--- src/rtl/sonic_constants_pkg.sv ---
// Shared SoNIC circular-buffer constants: page geometry, packed-space size,
// page-header field layout and address helpers. Imported by the write-side
// page writer and the read-side external-to-internal translator.
package sonic_constants;

  localparam int NUM_PAGES     = 64;
  localparam int PAGE_WORDS    = 512;
  localparam int HDR_WORDS     = 16;
  localparam int PAYLOAD_WORDS = PAGE_WORDS - HDR_WORDS;   // 496
  localparam int EXT_SPACE     = NUM_PAGES * PAYLOAD_WORDS; // 0x7C00

  localparam int ADDR_W  = 15;  // internal and packed address width
  localparam int PAGE_W  = 6;   // page index width
  localparam int CNT_W   = 9;   // payload words per page, 0..496
  localparam int CRED_W  = 7;   // credit counter, 0..64
  localparam int HDR_W   = 22;  // meaningful bits of header word 0

  typedef enum logic [1:0] {
    ST_IDLE,
    ST_FILL,
    ST_HDR
  } wr_state_e;

  // Header word 0 layout; the remaining upper bits of the memory word are zero.
  typedef struct packed {
    logic [PAGE_W-1:0] page;        // [21:16]
    logic [6:0]        rsvd;        // [15:9]
    logic [CNT_W-1:0]  word_count;  // [8:0]
  } page_hdr_t;

  // Internal address of header word 0 of a page.
  function automatic logic [ADDR_W-1:0] page_base(input logic [PAGE_W-1:0] page);
    return {page, 9'd0};
  endfunction

  // Internal address of payload word `off` of a page.
  function automatic logic [ADDR_W-1:0] payload_addr(input logic [PAGE_W-1:0] page,
                                                     input logic [CNT_W-1:0]  off);
    return page_base(page) + ADDR_W'(HDR_WORDS) + ADDR_W'(off);
  endfunction

  // Packed (external) address of the first payload slot of a page.
  function automatic logic [ADDR_W-1:0] ext_base(input logic [PAGE_W-1:0] page);
    return ADDR_W'(page) * ADDR_W'(PAYLOAD_WORDS);
  endfunction

endpackage

--- src/rtl/sonic_circbuf_page_writer_credit.sv ---
// Saturating 0..64 page-credit counter with a sticky over-release flag.
// Latency: count and flag update one cycle after consume/release.
// Backpressure: credit_avail low at zero credits; caller must not consume then.
module sonic_page_credit
  import sonic_constants::*;
(
  input  logic clk,
  input  logic reset,
  input  logic consume,
  input  logic page_release,
  output logic credit_avail,
  output logic credit_err
);

  localparam logic [CRED_W-1:0] CRED_MAX = CRED_W'(NUM_PAGES);

  logic [CRED_W-1:0] count_q;

  // Net credit update; a release and a consume in one cycle cancel out.
  always_ff @(posedge clk) begin
    if (reset) begin
      count_q    <= CRED_MAX;
      credit_err <= 1'b0;
    end else if (consume && !page_release) begin
      count_q <= count_q - 1'b1;
    end else if (page_release && !consume) begin
      if (count_q == CRED_MAX) credit_err <= 1'b1;
      else                     count_q    <= count_q + 1'b1;
    end
  end

  assign credit_avail = (count_q != '0);

endmodule

--- src/rtl/sonic_circbuf_page_writer.sv ---
// Write-side page framer: packs payload into 512-word pages, writes header, publishes ext_wr_ptr.
// Latency: memory write one cycle after acceptance; header one cycle after the last payload write.
// Backpressure: in_ready low during the header cycle and while no page credit is available.
module sonic_circbuf_page_writer
  import sonic_constants::*;
#(
  parameter int DATA_WIDTH = 128
) (
  input  logic                  clk,
  input  logic                  reset,
  input  logic [DATA_WIDTH-1:0] in_data,
  input  logic                  in_valid,
  output logic                  in_ready,
  input  logic                  flush,
  input  logic                  rd_page_release,
  output logic                  wr_en,
  output logic [ADDR_W-1:0]     wr_addr,
  output logic [DATA_WIDTH-1:0] wr_data,
  output logic                  page_commit,
  output logic [PAGE_W-1:0]     commit_page,
  output logic [ADDR_W-1:0]     ext_wr_ptr,
  output logic                  credit_err
);

  wr_state_e         state_q, state_d;
  logic [PAGE_W-1:0] cur_page_q, cur_page_d;
  logic [CNT_W-1:0]  word_cnt_q, word_cnt_d;
  logic              rst_done_q;
  logic              credit_avail;
  logic              consume;
  logic              accept;

  logic                  wr_en_d, page_commit_d;
  logic [ADDR_W-1:0]     wr_addr_d, ext_wr_ptr_d;
  logic [DATA_WIDTH-1:0] wr_data_d;
  logic [PAGE_W-1:0]     commit_page_d;
  page_hdr_t             hdr;

  sonic_page_credit u_credit (
    .clk          (clk),
    .reset        (reset),
    .consume      (consume),
    .page_release (rd_page_release),
    .credit_avail (credit_avail),
    .credit_err   (credit_err)
  );

  // Purely registered: held low for the first cycle out of reset.
  assign in_ready = rst_done_q &&
                    ((state_q == ST_IDLE && credit_avail) || state_q == ST_FILL);
  assign accept   = in_valid && in_ready;

  // Next-state and next-output decode for the page FSM.
  always_comb begin
    state_d       = state_q;
    cur_page_d    = cur_page_q;
    word_cnt_d    = word_cnt_q;
    consume       = 1'b0;
    wr_en_d       = 1'b0;
    wr_addr_d     = wr_addr;
    wr_data_d     = wr_data;
    page_commit_d = 1'b0;
    commit_page_d = commit_page;
    ext_wr_ptr_d  = ext_wr_ptr;
    hdr           = '0;
    case (state_q)
      ST_IDLE: begin
        // Opening a page; flush has nothing to close here.
        if (accept) begin
          consume    = 1'b1;
          wr_en_d    = 1'b1;
          wr_addr_d  = payload_addr(cur_page_q, '0);
          wr_data_d  = in_data;
          word_cnt_d = CNT_W'(1);
          state_d    = ST_FILL;
        end
      end
      ST_FILL: begin
        if (accept) begin
          wr_en_d    = 1'b1;
          wr_addr_d  = payload_addr(cur_page_q, word_cnt_q);
          wr_data_d  = in_data;
          word_cnt_d = word_cnt_q + 1'b1;
          if (word_cnt_q == CNT_W'(PAYLOAD_WORDS - 1) || flush) state_d = ST_HDR;
        end else if (flush) begin
          state_d = ST_HDR;
        end
      end
      ST_HDR: begin
        hdr.page       = cur_page_q;
        hdr.word_count = word_cnt_q;
        wr_en_d        = 1'b1;
        wr_addr_d      = page_base(cur_page_q);
        wr_data_d      = DATA_WIDTH'(hdr);
        page_commit_d  = 1'b1;
        commit_page_d  = cur_page_q;
        cur_page_d     = cur_page_q + 1'b1;
        ext_wr_ptr_d   = ext_base(cur_page_q + 1'b1);
        word_cnt_d     = '0;
        state_d        = ST_IDLE;
      end
      default: state_d = ST_IDLE;
    endcase
  end

  // State and registered outputs; reset drops any partially filled page.
  always_ff @(posedge clk) begin
    if (reset) begin
      state_q     <= ST_IDLE;
      cur_page_q  <= '0;
      word_cnt_q  <= '0;
      rst_done_q  <= 1'b0;
      wr_en       <= 1'b0;
      wr_addr     <= '0;
      wr_data     <= '0;
      page_commit <= 1'b0;
      commit_page <= '0;
      ext_wr_ptr  <= '0;
    end else begin
      state_q     <= state_d;
      cur_page_q  <= cur_page_d;
      word_cnt_q  <= word_cnt_d;
      rst_done_q  <= 1'b1;
      wr_en       <= wr_en_d;
      wr_addr     <= wr_addr_d;
      wr_data     <= wr_data_d;
      page_commit <= page_commit_d;
      commit_page <= commit_page_d;
      ext_wr_ptr  <= ext_wr_ptr_d;
    end
  end

endmodule

--- config.mk ---
export PLATFORM = sky130hd
export DESIGN_NAME = sonic_circbuf_page_writer
export DESIGN_NICKNAME = d
export VERILOG_FILES = /design/src/rtl/sonic_constants_pkg.sv /design/src/rtl/sonic_circbuf_page_writer_credit.sv /design/src/rtl/sonic_circbuf_page_writer.sv
export SDC_FILE = /design/constraint.sdc
export NUM_CORES = 1
export LEC_CHECK = 0
export ABC_CLOCK_PERIOD_IN_PS = 4700
export CORE_UTILIZATION = 46
export CTS_CLUSTER_DIAMETER = 80
export DETAILED_ROUTE_END_ITERATION = 10
export GPL_TIMING_DRIVEN = 1
export PLACE_DENSITY = 0.83
export SETUP_SLACK_MARGIN = 0.5
export SLEW_MARGIN = 20
export SYNTH_ARGS = -nofsm -noshare
export SYNTH_HDL_FRONTEND = slang
export SYNTH_SLANG_ARGS = --single-unit
export TNS_END_PERCENT = 1
--- constraint.sdc ---
create_clock -name clk -period 4.7 [get_ports clk]
set_input_delay 1.41 -clock clk [delete_from_list [all_inputs] [get_ports clk]]
set_output_delay 1.41 -clock clk [all_outputs]
set_load 0.005 [all_outputs]
== Word level (Yosys, flattened, before mapping) ==
Index checks and enable logic that the tools add are counted.

* Flip-flop bits (word level): 188
* Output and inout bits: 168
* Logic and storage cells: 71

* $add $sub $neg: 6
* Multiply operators: 1
* Equality and inequality tests: 10
* Muxes and demuxes: 21
* Bitwise logic cells: 1
* Reduce and logical (&&, ||, !) cells: 20

{| class="wikitable"
|+ Operators by type and width
! kind !! count
|-
| $pmux W128 S2 || 1
|-
| $mux W128 || 1
|-
| $pmux W15 S3 || 1
|-
| $mux W15 || 2
|-
| $pmux W9 S3 || 1
|-
| $mux W7 || 3
|-
| $mux W9 || 2
|-
| $add A15 B5 Y15 const B || 1
|-
| $add A15 B9 Y15 || 1
|-
| $mul A6 B5 Y11 const B || 1
|-
| $add A9 B1 Y9 const B || 1
|-
| $eq A9 B9 Y1 const B || 1
|-
| $reduce_and A3 Y1 || 3
|-
| $mux W2 || 4
|-
| $add A7 B1 Y7 const B || 1
|-
| $eq A7 B7 Y1 const B || 1
|-
| $reduce_bool A7 Y1 || 1
|-
| $sub A7 B1 Y7 const B || 1
|-
| $add A6 B1 Y6 const B || 1
|-
| $logic_and A1 B1 Y1 || 5
|-
| $mux W1 || 4
|-
| $ne A2 B1 Y1 const B || 2
|-
| $ne A2 B2 Y1 const B || 2
|-
| $pmux W2 S2 || 1
|-
| other kinds (13) || 17
|}

== Logic depth before layout (Yosys ltp) ==
* Depth in word-level cells: 11
* Depth in mapped cells: 17

== Cells and area by module ==
A second synthesis with hierarchy kept.

* Cell total of the unflattened synthesis: 788
* Area total of the unflattened synthesis: 7930.1 um2

{| class="wikitable"
|+ Modules (own cells, without submodules)
! module !! instances !! cells each !! area an instance (um2) !! sequential area each (um2)
|-
| sonic_circbuf_page_writer || 1 || 694 || 7190.6 || 3583.4
|-
| sonic_page_credit || 1 || 94 || 739.5 || 160.2
|}

== Least setup slack after synthesis ==
Ideal clock, no wire load.

* Kind: in2reg
* From: in in_valid
* To: reg u_credit.count_q[4]
* Setup time: 121 ps
* Arrival time: 3823 ps
* Required time: 4579 ps
* Slack: 756 ps
* Stages on the path: 11
* Buffers on the path: 1
* Path through: nand2_1 > nor3_1 > ha_1 > clkbuf_1 > xor2_1 > ha_1 > or4_1 > o31ai_1 > or4_1 > a21boi_0 > mux2_2

* Cells in the longest elaborated chain, start to end: 7
* Elaborated cells on any way between the ends: 10

{| class="wikitable"
|+ Ends and longest elaborated chain
! element !! RTL line !! text
|-
| start: declaration || sonic_circbuf_page_writer.sv:12 || <nowiki>input logic in_valid,</nowiki>
|-
| $logic_and A1 B1 Y1 (*) || sonic_circbuf_page_writer.sv:51 || <nowiki>assign accept = in_valid && in_ready;</nowiki>
|-
| $mux W1 (*) || sonic_circbuf_page_writer.sv:69 || <nowiki>if (accept) begin</nowiki>
|-
| $mux W1 (*) || sonic_circbuf_page_writer.sv:66 || <nowiki>case (state_q)</nowiki>
|-
| $logic_not A1 Y1 || sonic_circbuf_page_writer_credit.sv:26 || <nowiki>end else if (page_release && !consume) begin</nowiki>
|-
| $logic_and A1 B1 Y1 || sonic_circbuf_page_writer_credit.sv:26 ||
|-
| $reduce_bool A2 Y1 (no source line) || - ||
|-
| $reduce_and A2 Y1 (no source line) || - ||
|-
| end signal: assignment || sonic_circbuf_page_writer_credit.sv:25 || <nowiki>count_q <= count_q - 1'b1;</nowiki>
|-
| end signal: assignment || sonic_circbuf_page_writer_credit.sv:28 || <nowiki>else count_q <= count_q + 1'b1;</nowiki>
|-
| end: declaration || sonic_circbuf_page_writer_credit.sv:17 || <nowiki>logic [CRED_W-1:0] count_q;</nowiki>
|}

Every way passes the cells marked *; elsewhere a longest branch is shown, timed or not.
A chain may end at the register's enable or synchronous reset.

== Worst setup path after layout ==
Ends and elaborated chain as after synthesis.

==> qor.yml <==
logic_synthesis:
  ys_dominant_reg_cell: "sky130_fd_sc_hd__dfxtp_1"
  synth_commonest_cells: "sky130_fd_sc_hd__dfxtp_1 (187), sky130_fd_sc_hd__nand2_1 (155), sky130_fd_sc_hd__nand3_1 (141)"
  synth_area_sq_mm: 0.008529
  post_synth_main_area_contributors: "sky130_fd_sc_hd__dfxtp_1 (44%), sky130_fd_sc_hd__nand3_1 (8.3%), sky130_fd_sc_hd__a21oi_1 (8.2%)"
  synth.avg_cell_area_sq_um: 8.201
  syn_inst: 1040
  yosysSeqAreaShare_pct: 43.89
  synth_top_cell_by_area: "sky130_fd_sc_hd__dfxtp_1"
  synth-async-reset-ratio_pct: 0
  ys_seq_elements: 187
  synth.distinct_cells: 58
  area_share_of_the_largest_cell_type_after_synthesis_pct: 43.89
  synth.yosys.warnings: 0
  synth-edff-count: 0
  yosys.cell_count.top_type: "sky130_fd_sc_hd__dfxtp_1"
cells_and_area:
  fillers: 1512
  layout_overhead_on_the_synthesized_area_pct: 41.97
  antenna_cells: 0
  num-nets-final: 1447
  drive_gt1_share_pct: 4.965
pwr:
  pwr-share-comb_pct: 22.9
  powerDensity_mw_per_mm2: 350.7
  sequentialPowerShare_pct: 42.6
  power.ir.vdd_worst_uv: 238.5
  leakage_power_nw: 4.443
  p_int_mw: 3.036
  netSwitchingFraction_pct: 28.52
  design_power_total_mw: 4.247
  switching_power_mw: 1.211
  pwr-share-clk_pct: 34.5
route:
  totalWireLength_microns: 24690
  drcViolationCount: 40
  vias: 8226
  detail_route.first_pass.iterations: 8
  routed_wire_length_per_instance_microns: 16.26
  drt_iter0_drc: 497
  route.antenna.remaining_nets: 0
  via_per_inst: 5.419
sta:
  setup_violations: 0
  period_minus_slack_ns: 4.020
  max_slew.worst_pin.slew_ns: 0.7466
  max_freq_mhz: 248.7
  finalMaxSlewViolations: 0
  finalSetupTns_ns: 0
  final-hold-violation-count: 0
  final.period_utilization_pct: 85.53
  timing.clock.skew_ns: 0.007789
  rsz0062_at_grt: "false"
  max_slew_margin_pct: 50.23
  final_critical_path_setup_slack_ns: 0.6799
flow_run:
  maxCapViolCount: 0
die:
  chipHeight_microns: 138.2
  dieArea_sq_mm: 0.01909
  horiz_die_dim_microns: 138.2
  placeableCoreArea_sq_mm: 0.01809
  initial_utilization_pct: 47.16
  io-pin-count: 301
  row_count: 49
hold_path:
  timing.hold.worst.class: "reg -> reg"
place:
  io_buffers: 296
  hpwlAfterDp_microns: 17100
  placement.setup.worst_slack_ns: 0.3510
  place_congestion: 0.8456
clock_network:
  cts.reportedPaths.clkPinSlew_ns: 0.07
  cts_root_buf: "sky130_fd_sc_hd__clkbuf_16"
  clkSinkCount: 187
  htree_levels: 4
  cts-hold-fix-buffers: 0
  clockBufferDepth: 2
  insertion_delay_ns: 0.43
  post_cts.repair.setup_buffers: 0
  clock_tree_from_tritoncts: "built"
  num_cts_buffers: 17
grt:
  grt_first_pass_wirelength_microns: 39570
  globalRouteOverflowTotal: 0
  grt_antenna_before_repair: 0
  globalRouteTotalUtil_pct: 25.49
  grt_max_degree: 70
  first_global_vias: 7810
status:
  failed_checks: "design-rule violations"
  outcome: "complete, but fails checks"
setup_path:
  worst_path_buffer_plus_inverter_count: 1
  required_ns: 5.02
  cp_max_fo: 5
  slowest_stage_cell_on_the_critical_path: "sky130_fd_sc_hd__clkdlybuf4s50_1"
  worst-endpoint-arrival_ns: 4.34
  timing.critical_path.slowest_cell_delay_ns: 0.49
  regToRegSetupSlack_ns: 0.82
  timing.critical_path.to_type: "flip-flop"
  cp_cell_sequence: "clkdlybuf4s50_1 -> nand2_1 -> nor3_1 -> ha_1 -> xor2_1 -> ha_1 -> or4_1 -> o31ai_1 -> or4_1 -> a21boi_0 -> mux2_2"
  critical-path-top-delay-family: "simple AND/OR/NAND/NOR gates"
  class_of_the_most_critical_setup_path: "in -> reg"
  start_kind: "primary input"
==> registers in the layout (all words and copies together), names as in the netlist, 2 cells and up <==
register,flops
wr_data,128
wr_addr,15
word_cnt_q,9
cur_page_q,6
commit_page,6
ext_wr_ptr,10
u_credit.count_q,7
state_q,2
==> layout by cell type, fill, tap and decap left out, drive strengths merged, types with 5 or more instances in the layout <==
| master | count |
|---|---|
| a31oi | 6 |
| clkbuf | 18 |
| inv | 30 |
| nor3 | 12 |
| o21ai | 17 |
| nand3 | 141 |
| dfxtp | 187 |
| buf | 14 |
| a21oi | 140 |
| nor2 | 64 |
| xnor2 | 13 |
| nand2 | 155 |
| a211oi | 18 |
| xor2 | 13 |
| nor2b | 7 |
| a21o | 6 |
| fa | 5 |
| o211ai | 6 |
| o31ai | 9 |
| mux2i | 27 |
| a221oi | 6 |
| ha | 32 |
| clkdlybuf4s50 | 295 |
==> kinds of logic after synthesis <==
kind of cell               count (synthesis)  share of synthesized area, %
other                                      1                       0.04397
xor gates and xnor gates                  26                         2.670
and+or+nand+nor                          406                         21.37
adders and majority gates                 38                         5.985
DFF                                      187                         43.89
muxes                                     29                         3.433
AOI/OAI and AO/OA                        233                         16.27
buffers and inverters                    120                         6.337
==> worst register-to-register path: cells and delay by family (launching register included) <==
| kind | cells | cell delay, ns |
|---|---|---|
| flip-flops | 1 | 0.47 |
| adder cells (fa/ha/maj) | 4 | 1.41 |
| AND/OR/NAND/NOR | 1 | 0.32 |
| AO/OA/AOI/OAI | 3 | 0.69 |
| XOR/XNOR | 4 | 0.91 |
==> area by class of cell <==
cell class	instances	area, sq um	share of cell area [%]
multi-input cells	736	4290	35.43
well taps	229	286.5	2.366
clock buffers	18	439.2	3.627
repair buffers	309	3087	25.49
flip-flops and latches	187	3750	30.97
clock inverters	13	157.7	1.302
inverters	26	98.84	0.8163
==> final timing paths <==
check,from,end,cells after the start
min,wr_data[102],wr_data[102],2
max reg2reg,cur_page_q[1],ext_wr_ptr[14],12
max,in_valid,u_credit.count_q[4],11
min reg2reg,wr_data[102],wr_data[102],2
==> layer usage <==
metal | vias to the layer above | GRT usage [%] | part of all wire [%]
li1 | 4054 | - | -
met1 | 3796 | 31.23 | 42
met2 | 330 | 42.21 | 47
met3 | 46 | 7.101 | 8.3
met4 | 0 | 10.59 | 2.8
met5 | - | 0 | 0
==> power by group through the flow <==
| stage | Combinational (mW) | Sequential, mW | Clock, mW |
|---|---|---|---|
| final | 0.971 | 1.81 | 1.47 |
| after CTS | 0.976 | 1.81 | 1.50 |
| after detailed placement | 0.968 | 1.85 | 0 |
| after global placement | 0.955 | 1.84 | 0 |
| after global routing | 1.06 | 1.83 | 1.55 |
| after floorplan | 0.489 | 1.84 | 0 |
==> per-stage QoR <==
step / hold slack [ns] / instances / util, % / cell area [sq um]
4_1_cts: 0.4522 / 1518 / 66.85 / 12090
3_3_place_gp: 0.4368 / 1487 / 63.50 / 11480
5_1_grt: 0.4624 / 1518 / 66.95 / 12110
6_report: 0.4484 / 1518 / 66.95 / 12110
3_5_place_dp: 0.4423 / 1487 / 63.50 / 11480
2_1_floorplan: 0.4482 / 1043 / - / 8541
==> what timing repair did <==
| action | 4_1_cts | 5_1_grt |
|---|---|---|
| pin swaps | 0 | 0 |
| setup endpoints to repair | 1 | 4 |
| resized for setup | 2 | 5 |
Note: power is estimated with default switching activity, not from simulation.
